File: config.mk
export PLATFORM = sky130hd
export DESIGN_NAME = pc_next_unit
export DESIGN_NICKNAME = d
export VERILOG_FILES = /design/src/rtl/pc_next_unit.sv
export SDC_FILE = /design/constraint.sdc
export NUM_CORES = 1
export LEC_CHECK = 0
export CAP_MARGIN = 10
export CELL_PAD_IN_SITES_DETAIL_PLACEMENT = 1
export CELL_PAD_IN_SITES_GLOBAL_PLACEMENT = 2
export CORE_MARGIN = 2
export CORE_UTILIZATION = 25
export CTS_CLUSTER_DIAMETER = 80
export DETAILED_ROUTE_END_ITERATION = 16
export PLACE_DENSITY = 0.89
export SLEW_MARGIN = 20
export SYNTH_ARGS = -nofsm -noshare
export SYNTH_HDL_FRONTEND = slang
export SYNTH_SLANG_ARGS = --single-unit
File: constraint.sdc
create_clock -name clk -period 3.3 [get_ports clk]
set_clock_uncertainty 0.05 [all_clocks]
set_input_delay 0.495 -clock clk [delete_from_list [all_inputs] [get_ports clk]]
set_output_delay 0.495 -clock clk [all_outputs]
set_load 0.02 [all_outputs]
File: src/rtl/pc_next_unit.sv
// Registered fetch-PC generator for the RV64 front end: resolves branch/JAL/JALR
// redirects from EX, holds a redirect across stalls, and traps misaligned targets.
module pc_next_unit #(
   parameter int unsigned           XLEN         = 64,
   parameter logic [XLEN-1:0]       RESET_VECTOR = '0,
   parameter logic [XLEN-1:0]       TRAP_VECTOR  = XLEN'('h100),
   parameter int unsigned           IMM_SHIFT    = 1
) (
   input  logic            clk,
   input  logic            reset,
   input  logic            stall,
   input  logic            branch,
   input  logic            jump,
   input  logic            jalr,
   input  logic [2:0]      funct3,
   input  logic [XLEN-1:0] rs1_val,
   input  logic [XLEN-1:0] rs2_val,
   input  logic [XLEN-1:0] imm,
   input  logic [XLEN-1:0] ex_pc,
   output logic [XLEN-1:0] pc_o,
   output logic [XLEN-1:0] pc_plus4_o,
   output logic            pc_valid_o,
   output logic            redirect_o,
   output logic            misalign_o,
   output logic [XLEN-1:0] bad_addr_o
);

   typedef enum logic [1:0] {
      BOOT = 2'd0,
      RUN  = 2'd1,
      PEND = 2'd2
   } state_e;

   state_e          state_q, state_d;
   logic [XLEN-1:0] pc_q, pc_d;
   logic [XLEN-1:0] pend_q, pend_d;
   logic [XLEN-1:0] bad_addr_q, bad_addr_d;
   logic            pc_valid_q, pc_valid_d;
   logic            redirect_q, redirect_d;
   logic            misalign_q, misalign_d;

   logic            cond;
   logic            take;
   logic [XLEN-1:0] br_tgt;
   logic [XLEN-1:0] jalr_sum;
   logic [XLEN-1:0] target;
   logic            tgt_misaligned;

   // Branch condition and redirect target selection (jalr > jump > branch)
   always_comb begin
      cond = 1'b0;
      unique case (funct3)
         3'b000:  cond = (rs1_val == rs2_val);
         3'b001:  cond = (rs1_val != rs2_val);
         3'b100:  cond = ($signed(rs1_val) <  $signed(rs2_val));
         3'b101:  cond = ($signed(rs1_val) >= $signed(rs2_val));
         3'b110:  cond = (rs1_val <  rs2_val);
         3'b111:  cond = (rs1_val >= rs2_val);
         default: cond = 1'b0;
      endcase

      br_tgt   = ex_pc + (imm << IMM_SHIFT);
      jalr_sum = rs1_val + imm;
      target   = jalr ? {jalr_sum[XLEN-1:1], 1'b0} : br_tgt;
      take     = jalr | jump | (branch & cond);
      tgt_misaligned = target[1];
   end

   // Next-state and next-output logic
   always_comb begin
      state_d    = state_q;
      pc_d       = pc_q;
      pend_d     = pend_q;
      bad_addr_d = bad_addr_q;
      pc_valid_d = 1'b1;
      redirect_d = 1'b0;
      misalign_d = 1'b0;

      unique case (state_q)
         BOOT: begin
            state_d = RUN;
         end
         RUN: begin
            if (take && tgt_misaligned) begin
               pc_d       = TRAP_VECTOR;
               bad_addr_d = target;
               misalign_d = 1'b1;
            end else if (take && stall) begin
               pend_d  = target;
               state_d = PEND;
            end else if (take) begin
               pc_d       = target;
               redirect_d = 1'b1;
            end else if (!stall) begin
               pc_d = pc_q + XLEN'(4);
            end
         end
         PEND: begin
            // Control inputs belong to the instruction already redirecting; ignore them.
            if (!stall) begin
               pc_d       = pend_q;
               redirect_d = 1'b1;
               state_d    = RUN;
            end
         end
         default: begin
            state_d = BOOT;
         end
      endcase
   end

   always_ff @(posedge clk) begin
      if (reset) begin
         state_q    <= BOOT;
         pc_q       <= RESET_VECTOR;
         pend_q     <= '0;
         bad_addr_q <= '0;
         pc_valid_q <= 1'b0;
         redirect_q <= 1'b0;
         misalign_q <= 1'b0;
      end else begin
         state_q    <= state_d;
         pc_q       <= pc_d;
         pend_q     <= pend_d;
         bad_addr_q <= bad_addr_d;
         pc_valid_q <= pc_valid_d;
         redirect_q <= redirect_d;
         misalign_q <= misalign_d;
      end
   end

   assign pc_o       = pc_q;
   assign pc_plus4_o = pc_q + XLEN'(4);
   assign pc_valid_o = pc_valid_q;
   assign redirect_o = redirect_q;
   assign misalign_o = misalign_q;
   assign bad_addr_o = bad_addr_q;

endmodule

==> flow_metrics.tcl, run 1 <==
set metrics [dict create \
    status "finished with violations" \
    violations "negative setup slack" \
    die_x_um 281.1 \
    rows 101 \
    yosysUniqueCellTypes 86 \
    seq_area_frac_synth_pct 20.55 \
    wl_per_cell_um 27.48 \
    synth_edf_count 0 \
    synth_top_family_by_area "compound AO/OA/AOI/OAI gates" \
    hold_viol 0 \
    h-tree-depth 4 \
    synth-compound-area-share_pct 26.73 \
    yosys-top-cells-area "dfxtp_1, ha_1, a21oi_1" \
    critPathKind "in -> reg" \
    synth_fp_nets 3144 \
    max_freq_mhz 243.8 \
    final.setup.worst_slack_ns -0.8009 \
    worst_ep_arrival_time_ns 4.44 \
    antenna_found_initial 13 \
    avgViaCountPerCell 5.703 \
    synth-xor-area-share_pct 7.575 \
    report.power.total_uw 15180 \
    first_pass_iters 8 \
    clkTransAtPathRegs_ns 0.09 \
    hpwl_um 88340 \
    yosysTopAreaCell "dfxtp_1" \
    cts_root_buffer "clkbuf_16" \
    crit_fanout 11 \
    synth_area_mm2 0.01919 \
    crit_path_start_kind "input pin" \
    grt_overflow 0 \
    ir_drop_mv 0.4577 \
    synth_mux_area_share_pct 1.780 \
    grt_pass1_vias 30030 \
    syn_inst 2685 \
    port_buffers 459 \
    start_util_pct 25.27 \
    io_pins 460 \
    end_kind "flip-flop" \
    die-area_mm2 0.07900 \
    gp_congestion 0.9239 \
    utilization_pct 51.85 \
    cts.sinks 197 \
    clock_insertion_delay_worst_skew_ns 0.51 \
    grt_first_pass_wirelength_um 187600 \
    tightest_slew_ns 1.127 \
    syn_area_per_cell_um2 7.148 \
    nets 4538 \
    grt_max_degree 150 \
    vias 29270 \
    drive_above_1_share_pct 46.48 \
    nFillCells 8662 \
    grt_usage_pct 30.99 \
    synthArstFlopShare_pct 0 \
    fin_crit_sh_pct 124.3 \
    min_path_type "in -> reg" \
    die_h_um 281.1 \
    leakagePower_uw 0.01682 \
    synthAdderAreaFrac_pct 12.73 \
    ctsHoldBuffers 0 \
    maxCapViolations 0 \
    fin_crit_ns 4.101 \
    drt_iter0_drc 2527 \
    synthSimpleGateAreaFrac_pct 25.26 \
    drv_slew 0 \
    cts_tree "yes" \
    power_density_mw_per_mm2 385.4 \
    ys_ff_latch 197 \
    relSlewSlack_pct 24.89 \
    setup_viol 248 \
    detail-route-antenna-nets 0 \
    synthFlopType "dfxtp_1" \
    numCtsBuffers 17 \
    ys_warn_count 0 \
    syn_to_final_growth_pct 105.2 \
    synth_top_cell_area_share_pct 20.55 \
    drc 0 \
    core_area_mm2 0.07595 \
    rsz0062_at_grt "true" \
    finalWirelength_um 141000 \
    cp.required_ns 3.64 \
    ctsLongestPathBuffers 2 \
]
## cell usage after synthesis (all sizes together), types with 71 or more instances
cell      n
dfxtp   197
nor2    344
a211oi   73
inv     108
nand3   109
o21ai   157
nor3    117
clkbuf  104
nand2   264
ha      192
xnor2    95
xor2     71
a21oi   261
## placed cells by master (no fill, tap or decap), drive strengths merged, types with 71 or more instances in the layout
master	netlist	final
ha	192	192
a21oi	261	261
nor2	344	344
dfxtp	197	197
buf	40	1101
o21ai	157	157
nand3	109	109
nand2	264	264
clkdlybuf4s50	0	249
nor3	117	117
a211oi	73	73
inv	108	114
xnor2	95	95
dlygate4sd2	0	138
xor2	71	71
## metal layers
| layer | GRT usage [%] | up-vias | routed length, µm |
|---|---|---|---|
| met3 | 4.231 | 602 | 9794 |
| met5 | 0 | - | 10 |
| met4 | 16.76 | 2 | 10400 |
| met2 | 52.42 | 1719 | 65810 |
| met1 | 37.92 | 14320 | 55020 |
| li1 | - | 12620 | - |
## power breakdown
part,switching [µW],internal (µW)
Sequential,426,2660
Combinational,5250,4550
Clock,1220,1080
## what timing repair did
action,4_1_cts,5_1_grt
setup endpoints to repair,242,248
setup buffers,156,51
resized for setup,1166,355
endpoints found under the hold margin,0,0
pin swaps,276,146
gates cloned,32,8
## cells by family (layout without fill, tap and decap cells)
kind of cell,Yosys count,in the layout
other,0,10
and+or+nand+nor,1045,1045
AOI/OAI and AO/OA,795,795
buffers and inverters,255,1662
DFF,197,197
adders and majority gates,194,194
muxes,33,33
xor gates and xnor gates,166,166
## worst max-delay path, cell delays in order
cell and delay [ns]:
dlygate4sd2_1 0.25, inv_2 0.06, ha_4 0.27, nand4_1 0.20
nor4_4 0.32, buf_4 0.21, nand4_1 0.16, mux2_4 0.34
or4_1 0.40, a21o_1 0.24, buf_6 0.16, nand2_8 0.07
buf_12 0.12, buf_12 0.13, buf_16 0.15, nand2_1 0.14
o311ai_2 0.18, o211ai_1 0.25, a21oi_1 0.29
## sequential cells by signal, summed over array words and instances (netlist names)
register,flops
pend_q,64
pc_o,64
bad_addr_o,64
misalign_o,1
pc_valid_o,1
state_q,2
redirect_o,1
## worst paths after layout
path              slack [ns]              to  cells past startpoint           start
setup reg to reg       -0.16        pc_o[56]                     18         pc_o[2]
hold / removal          0.31        pc_o[48]                      2           reset
hold reg to reg         0.43  bad_addr_o[14]                      2  bad_addr_o[14]
setup / recovery       -0.80         pc_o[6]                     19      rs2_val[6]
## through the flow
stage	setup TNS (ns)	hold WS (ns)	instances	setup WS, ns	instance area [µm²]
after floorplan	-1.803	0.3865	2685	-0.1549	20050
after global placement	-257.67	0.3922	4900	-1.466	31890
after detailed placement	-275.89	0.3985	4900	-1.542	31890
after CTS	-71.96	0.3010	5092	-0.5060	37620
after global routing	-138.93	0.3127	5131	-0.8534	39380
final	-119.40	0.3146	5132	-0.8009	39380
## layout make-up
type                            instances  area [µm²]  share of cell area, %
Clock inverter                         15       166.4                 0.4225
Tap cell                             1030        1289                  3.272
Clock buffer                           17       425.4                  1.080
Timing Repair Buffer                 1521       14030                  35.62
Sequential cell                       197        3956                  10.05
Antenna cell                           10       25.02                0.06354
Inverter                              109       446.7                  1.134
Multi-Input combinational cell       2233       19040                  48.36
Power figures use the tool's default switching activity.
==> run 2, diff against run 1 <==
CORE_MARGIN = 5   (was 2)
==> run 2 against run 1 <==
  * The run still ends with negative setup slack left
  * Cell count is 0.76% lower
  * Routed wire length shrank 7.8%
  * Final area fell by 4.5%
  * Clock-buffer cell count up 1
  * First-iteration DRC count fell by 8.6%
  * Maximum frequency up 7.2%
  * Register-to-register slack gained 0.32 ns
  * Die area increased by 4.3%
  * Worst setup slack improved by 0.28 ns
  * Combinational power fell by 8.4%
  * Utilization shrank 2.4 points
==> flow_metrics.tcl, run 2 (synthesis gave the netlist of run 1 again) <==
set metrics [dict create \
    status "finished with violations" \
    violations "negative setup slack" \
    drv_slew 0 \
    grt_overflow 0 \
    critPathKind "in -> reg" \
    reg2reg_to "pc_o[63]" \
    port_buffers 459 \
    leakagePower_uw 0.01618 \
    rows 101 \
    die_h_um 287.1 \
    power_density_mw_per_mm2 376.6 \
    maxCapViolations 0 \
    numCtsBuffers 17 \
    drive_above_1_share_pct 43.68 \
    grt_usage_pct 26.93 \
    most-common-layout-cells "buf_4, nor2_1, clkdlybuf4s50_1, nand2_1, a21oi_1" \
    io_pins 460 \
    vias 27990 \
    ctsLongestPathBuffers 2 \
    ff2ff_setup_slack_ns 0.16 \
    holdPathStages 2 \
    min_path_type "reg -> reg" \
    crit_fanout 8 \
    max_freq_mhz 261.5 \
    r2r_cells 13 \
    core_area_mm2 0.07608 \
    final_common_cell "buf_4" \
    dp_slack_ns -1.556 \
    ir_drop_mv 0.4372 \
    cts_tree "yes" \
    ctsHoldBuffers 0 \
    rsz0062_at_grt "true" \
    r2r-start "pc_o[42]" \
    grt_pass1_vias 28530 \
    end_kind "flip-flop" \
    avgViaCountPerCell 5.496 \
    hold_end "bad_addr_o[1]" \
    first_pass_iters 7 \
    hpwl_um 90330 \
    crit_path_start_kind "input pin" \
    syn_to_final_growth_pct 96.03 \
    antenna_found_initial 11 \
    fin_crit_ns 3.824 \
    grt_first_pass_wirelength_um 172900 \
    h-tree-depth 4 \
    worstHoldStart "bad_addr_o[1]" \
    final.setup.worst_slack_ns -0.5237 \
    wl_per_cell_um 25.54 \
    multi_input_area_mm2 0.01828 \
    hold_viol 0 \
    fin_crit_sh_pct 115.9 \
    drt_iter0_drc 2310 \
    nFillCells 8952 \
    die-area_mm2 0.08241 \
    worst_ep_arrival_time_ns 4.09 \
    cts.sinks 197 \
    die_x_um 287.1 \
    grt_max_degree 72 \
    finalWirelength_um 130100 \
    drc 0 \
    relSlewSlack_pct 20.14 \
    clkTransAtPathRegs_ns 0.08 \
    start_util_pct 25.23 \
    cts_root_buffer "clkbuf_16" \
    tightest_slew_ns 1.198 \
    setup_viol 223 \
    seq_area_mm2 0.003948 \
    nets 4498 \
    detail-route-antenna-nets 0 \
    cp.required_ns 3.57 \
    clock_insertion_delay_worst_skew_ns 0.48 \
    gp_congestion 0.9693 \
    report.power.total_uw 14170 \
]
run 2: changes by cell type in the layout (fill, tap and decap cells not counted), sizes merged:
cell / previous run / this run
and3: 30 / 31
buf: 1101 / 1043
bufbuf: 0 / 1
bufinv: 1 / 0
clkbuf: 25 / 82
clkdlybuf4s15: 19 / 27
clkdlybuf4s50: 249 / 230
clkinv: 8 / 5
clkinvlp: 1 / 0
diode: 10 / 11
dlygate4sd2: 138 / 90
dlymetal6s2s: 6 / 25
inv: 114 / 118
run 2: timing repair:
| action | 4_1_cts | 5_1_grt |
|---|---|---|
| pin swaps | 177 | 224 |
| setup buffers | 104 | 47 |
| cloned | 12 | 19 |
| setup endpoints to repair | 244 | 245 |
| gates resized for setup | 694 | 560 |
run 2: worst max-delay path by stage:
stage                            from  slack [ns]         end
after CTS                 rs1_val[15]       -0.34    pc_o[48]
after detailed placement       imm[0]       -1.56    pc_o[41]
after floorplan           rs2_val[22]       -0.15    pc_o[48]
after global placement         imm[0]       -1.53    pc_o[41]
after global routing       rs1_val[1]       -0.57  pend_q[29]
final                      rs1_val[1]       -0.52  pend_q[29]
run 2: worst max-delay path, cell delays in order:
cell	delay, ns
buf_8	0.10
buf_6	0.11
ha_4	0.25
nand4_1	0.16
nor4_2	0.39
buf_4	0.23
nand4_1	0.15
buf_4	0.18
o211ai_1	0.24
nor2_1	0.09
nand4_1	0.16
buf_4	0.17
nand2_8	0.07
buf_12	0.13
nor2_4	0.22
buf_6	0.14
nand3_4	0.24
clkbuf_16	0.33
nor2_1	0.16
nor3_1	0.07
run 2: layout make-up:
type,count,area share [%]
multi-input cells,2234,48.57
repair buffers,1480,34.68
flip-flops and latches,197,10.49
well taps,1030,3.425
inverters,109,1.181
clock buffers,18,1.167
clock inverters,14,0.4057
diodes,11,0.07317
run 2: where the power goes:
group | total (µW) | switching, µW | leakage [µW] | internal [µW]
Combinational | 8970 | 4800 | 0.0143 | 4180
Clock | 2240 | 1190 | 0.000293 | 1040
Sequential | 2960 | 298 | 0.00161 | 2660
Total | 14200 | 6290 | 0.0162 | 7880
run 2: routing by layer:
layer  share of wire (%)  up-vias  global-route usage (%)
met5               0.010        -                       0
met4                 7.0        2                   12.60
met1                  39    13680                   33.31
met3                 6.8      471                   4.544
met2                  47     1300                   45.66
li1                    -    12540                       -
run 2: metrics by stage:
stage / utilization, % / instance area [µm²] / cells / setup TNS [ns] / hold slack (ns)
2_1_floorplan: - / 20050 / 2685 / -1.803 / 0.3865
6_report: 49.45 / 37620 / 5093 / -70.88 / 0.4189
3_5_place_dp: 41.82 / 31810 / 4891 / -241.92 / 0.3972
4_1_cts: 46.30 / 35230 / 5028 / -44.53 / 0.4081
3_3_place_gp: 41.82 / 31810 / 4891 / -233.73 / 0.3934
5_1_grt: 49.45 / 37620 / 5091 / -83.79 / 0.4428
==> run 3, diff against run 2 <==
SETUP_SLACK_MARGIN = 0.2   (was default)
==> run 3 against run 2 <==
  * The flow still finishes with violations (negative setup slack)
  * Global-route usage increased by 0.51 points
  * Register-to-register slack got worse by 0.40 ns
  * Non-clock buffer count decreased by 1
  * Maximum frequency decreased by 7.3%
  * Routed wire length increased by 0.95%
  * Critical path type unchanged
==> flow_metrics.tcl, run 3 (synthesis gave the netlist of run 1 again) <==
set metrics [dict create \
    status "finished with violations" \
    violations "negative setup slack" \
    finalWirelength_um 131300 \
    io_pins 460 \
    rsz0062_at_grt "true" \
    utilization_pct 48.90 \
    grt_overflow 0 \
    fin_crit_ns 4.123 \
    numCtsBuffers 17 \
    report.power.total_uw 14260 \
    grt_usage_pct 27.43 \
    top_layer "met4" \
    cts_root_buffer "clkbuf_16" \
    r2r_cells 16 \
    cts_tree "yes" \
    nets 4498 \
    placed_cells 4903 \
    relSlewSlack_pct 12.53 \
    antenna_found_initial 15 \
    grt_first_pass_wirelength_um 177100 \
    endpoint "pend_q[39]" \
    power_density_mw_per_mm2 383.3 \
    nFillCells 9062 \
    maxCapViolations 0 \
    most-common-layout-cells "buf_4, clkdlybuf4s50_1, nor2_1, nand2_1, a21oi_1" \
    wl_met3_um 8871 \
    syn_to_final_growth_pct 93.83 \
    wirelength_met1_um 52000 \
    dp_slack_ns -2.082 \
    cp.required_ns 3.59 \
    clkTransAtPathRegs_ns 0.09 \
    gp_congestion 0.9382 \
    drv_slew 0 \
    port_buffers 459 \
    crit_fanout 12 \
    first_pass_iters 5 \
    min_path_type "in -> reg" \
    die_h_um 287.1 \
    setup_viol 246 \
    h-tree-depth 4 \
    grt_pass1_vias 29040 \
    die-area_mm2 0.08241 \
    drt_iter0_drc 2440 \
    r2r-start "pc_o[24]" \
    worst_ep_arrival_time_ns 4.41 \
    fin_crit_sh_pct 125.0 \
    clock_insertion_delay_worst_skew_ns 0.48 \
    rows 101 \
    avgViaCountPerCell 5.536 \
    detail-route-antenna-nets 0 \
    hold_viol 0 \
    wl_per_cell_um 25.77 \
    final_common_cell "buf_4" \
    start_util_pct 25.23 \
    cts.sinks 197 \
    tightest_slew_ns 1.295 \
    ff2ff_setup_slack_ns -0.24 \
    crit_start "rs1_val[1]" \
    drc 0 \
    core_area_mm2 0.07608 \
    reg2reg_to "pc_o[63]" \
    ctsLongestPathBuffers 2 \
    hpwl_um 90220 \
    fin_setup_tns_ns -119.67 \
    die_x_um 287.1 \
    end_kind "flip-flop" \
    max_freq_mhz 242.5 \
    critPathKind "in -> reg" \
    vias 28210 \
    crit_path_start_kind "input pin" \
    final.setup.worst_slack_ns -0.8234 \
    leakagePower_uw 0.01596 \
    ir_drop_mv 0.2948 \
    wl_met2_um 62420 \
    drive_above_1_share_pct 41.36 \
    stdcell_count 5096 \
    grt_max_degree 152 \
]
run 3: area by class of cell:
| class | count | area [µm²] | share of cell area (%) |
|---|---|---|---|
| diodes | 14 | 35.03 | 0.09418 |
| well taps | 1030 | 1289 | 3.464 |
| inverters | 109 | 444.2 | 1.194 |
| repair buffers | 1479 | 13330 | 35.82 |
| clock buffers | 19 | 452.9 | 1.218 |
| flip-flops and latches | 197 | 3959 | 10.64 |
| clock inverters | 13 | 137.6 | 0.3700 |
| multi-input cells | 2235 | 17560 | 47.19 |
run 3: stage by stage:
step	instance area (µm²)	hold slack [ns]
2_1_floorplan	20510	0.3865
3_3_place_gp	32210	0.3931
3_5_place_dp	32210	0.3978
4_1_cts	35210	0.2625
5_1_grt	37190	0.2987
6_report	37200	0.2946
run 3: per-layer routing:
metal	global-route usage [%]	up-vias
li1	-	12520
met1	33.79	13920
met2	47.05	1346
met3	4.996	427
met4	11.58	0
met5	0	-
run 3: critical path, cell delays in order:
cell and delay (ns):
buf_8 0.10, buf_6 0.11, ha_4 0.21, nor2b_4 0.12
o211ai_1 0.30, a2111oi_2 0.14, or4b_4 0.56, buf_6 0.17
a221oi_4 0.27, buf_6 0.17, a21o_1 0.19, buf_6 0.14
nand2_8 0.08, nor2_4 0.25, buf_4 0.19, and3_4 0.29
buf_8 0.19, nor2_1 0.06, nor3_1 0.35
run 3: worst min path at each step:
stage | from | to | slack [ns] | cells past startpoint
CTS | reset | pend_q[55] | 0.26 | 2
finish | reset | pend_q[47] | 0.29 | 2
detailed placement | pend_q[32] | pend_q[32] | 0.40 | 2
global placement | pend_q[2] | pend_q[2] | 0.39 | 2
floorplan | pend_q[14] | pend_q[14] | 0.39 | 2
global route | reset | pend_q[47] | 0.30 | 2
run 3: repair_timing:
item,in CTS,in global routing
hold buffers,0,0
endpoints found under the setup margin,249,250
buffers inserted,68,43
gates cloned,19,17
pin swaps,151,107
gates resized for setup,649,305
run 3: where the power goes:
group / switching, µW / total, µW / leakage (µW) / internal (µW)
clock network: 1160 / 2270 / 0.000294 / 1110
logic: 4810 / 9000 / 0.0141 / 4190
registers: 321 / 2980 / 0.00161 / 2660
total: 6290 / 14300 / 0.0160 / 7960
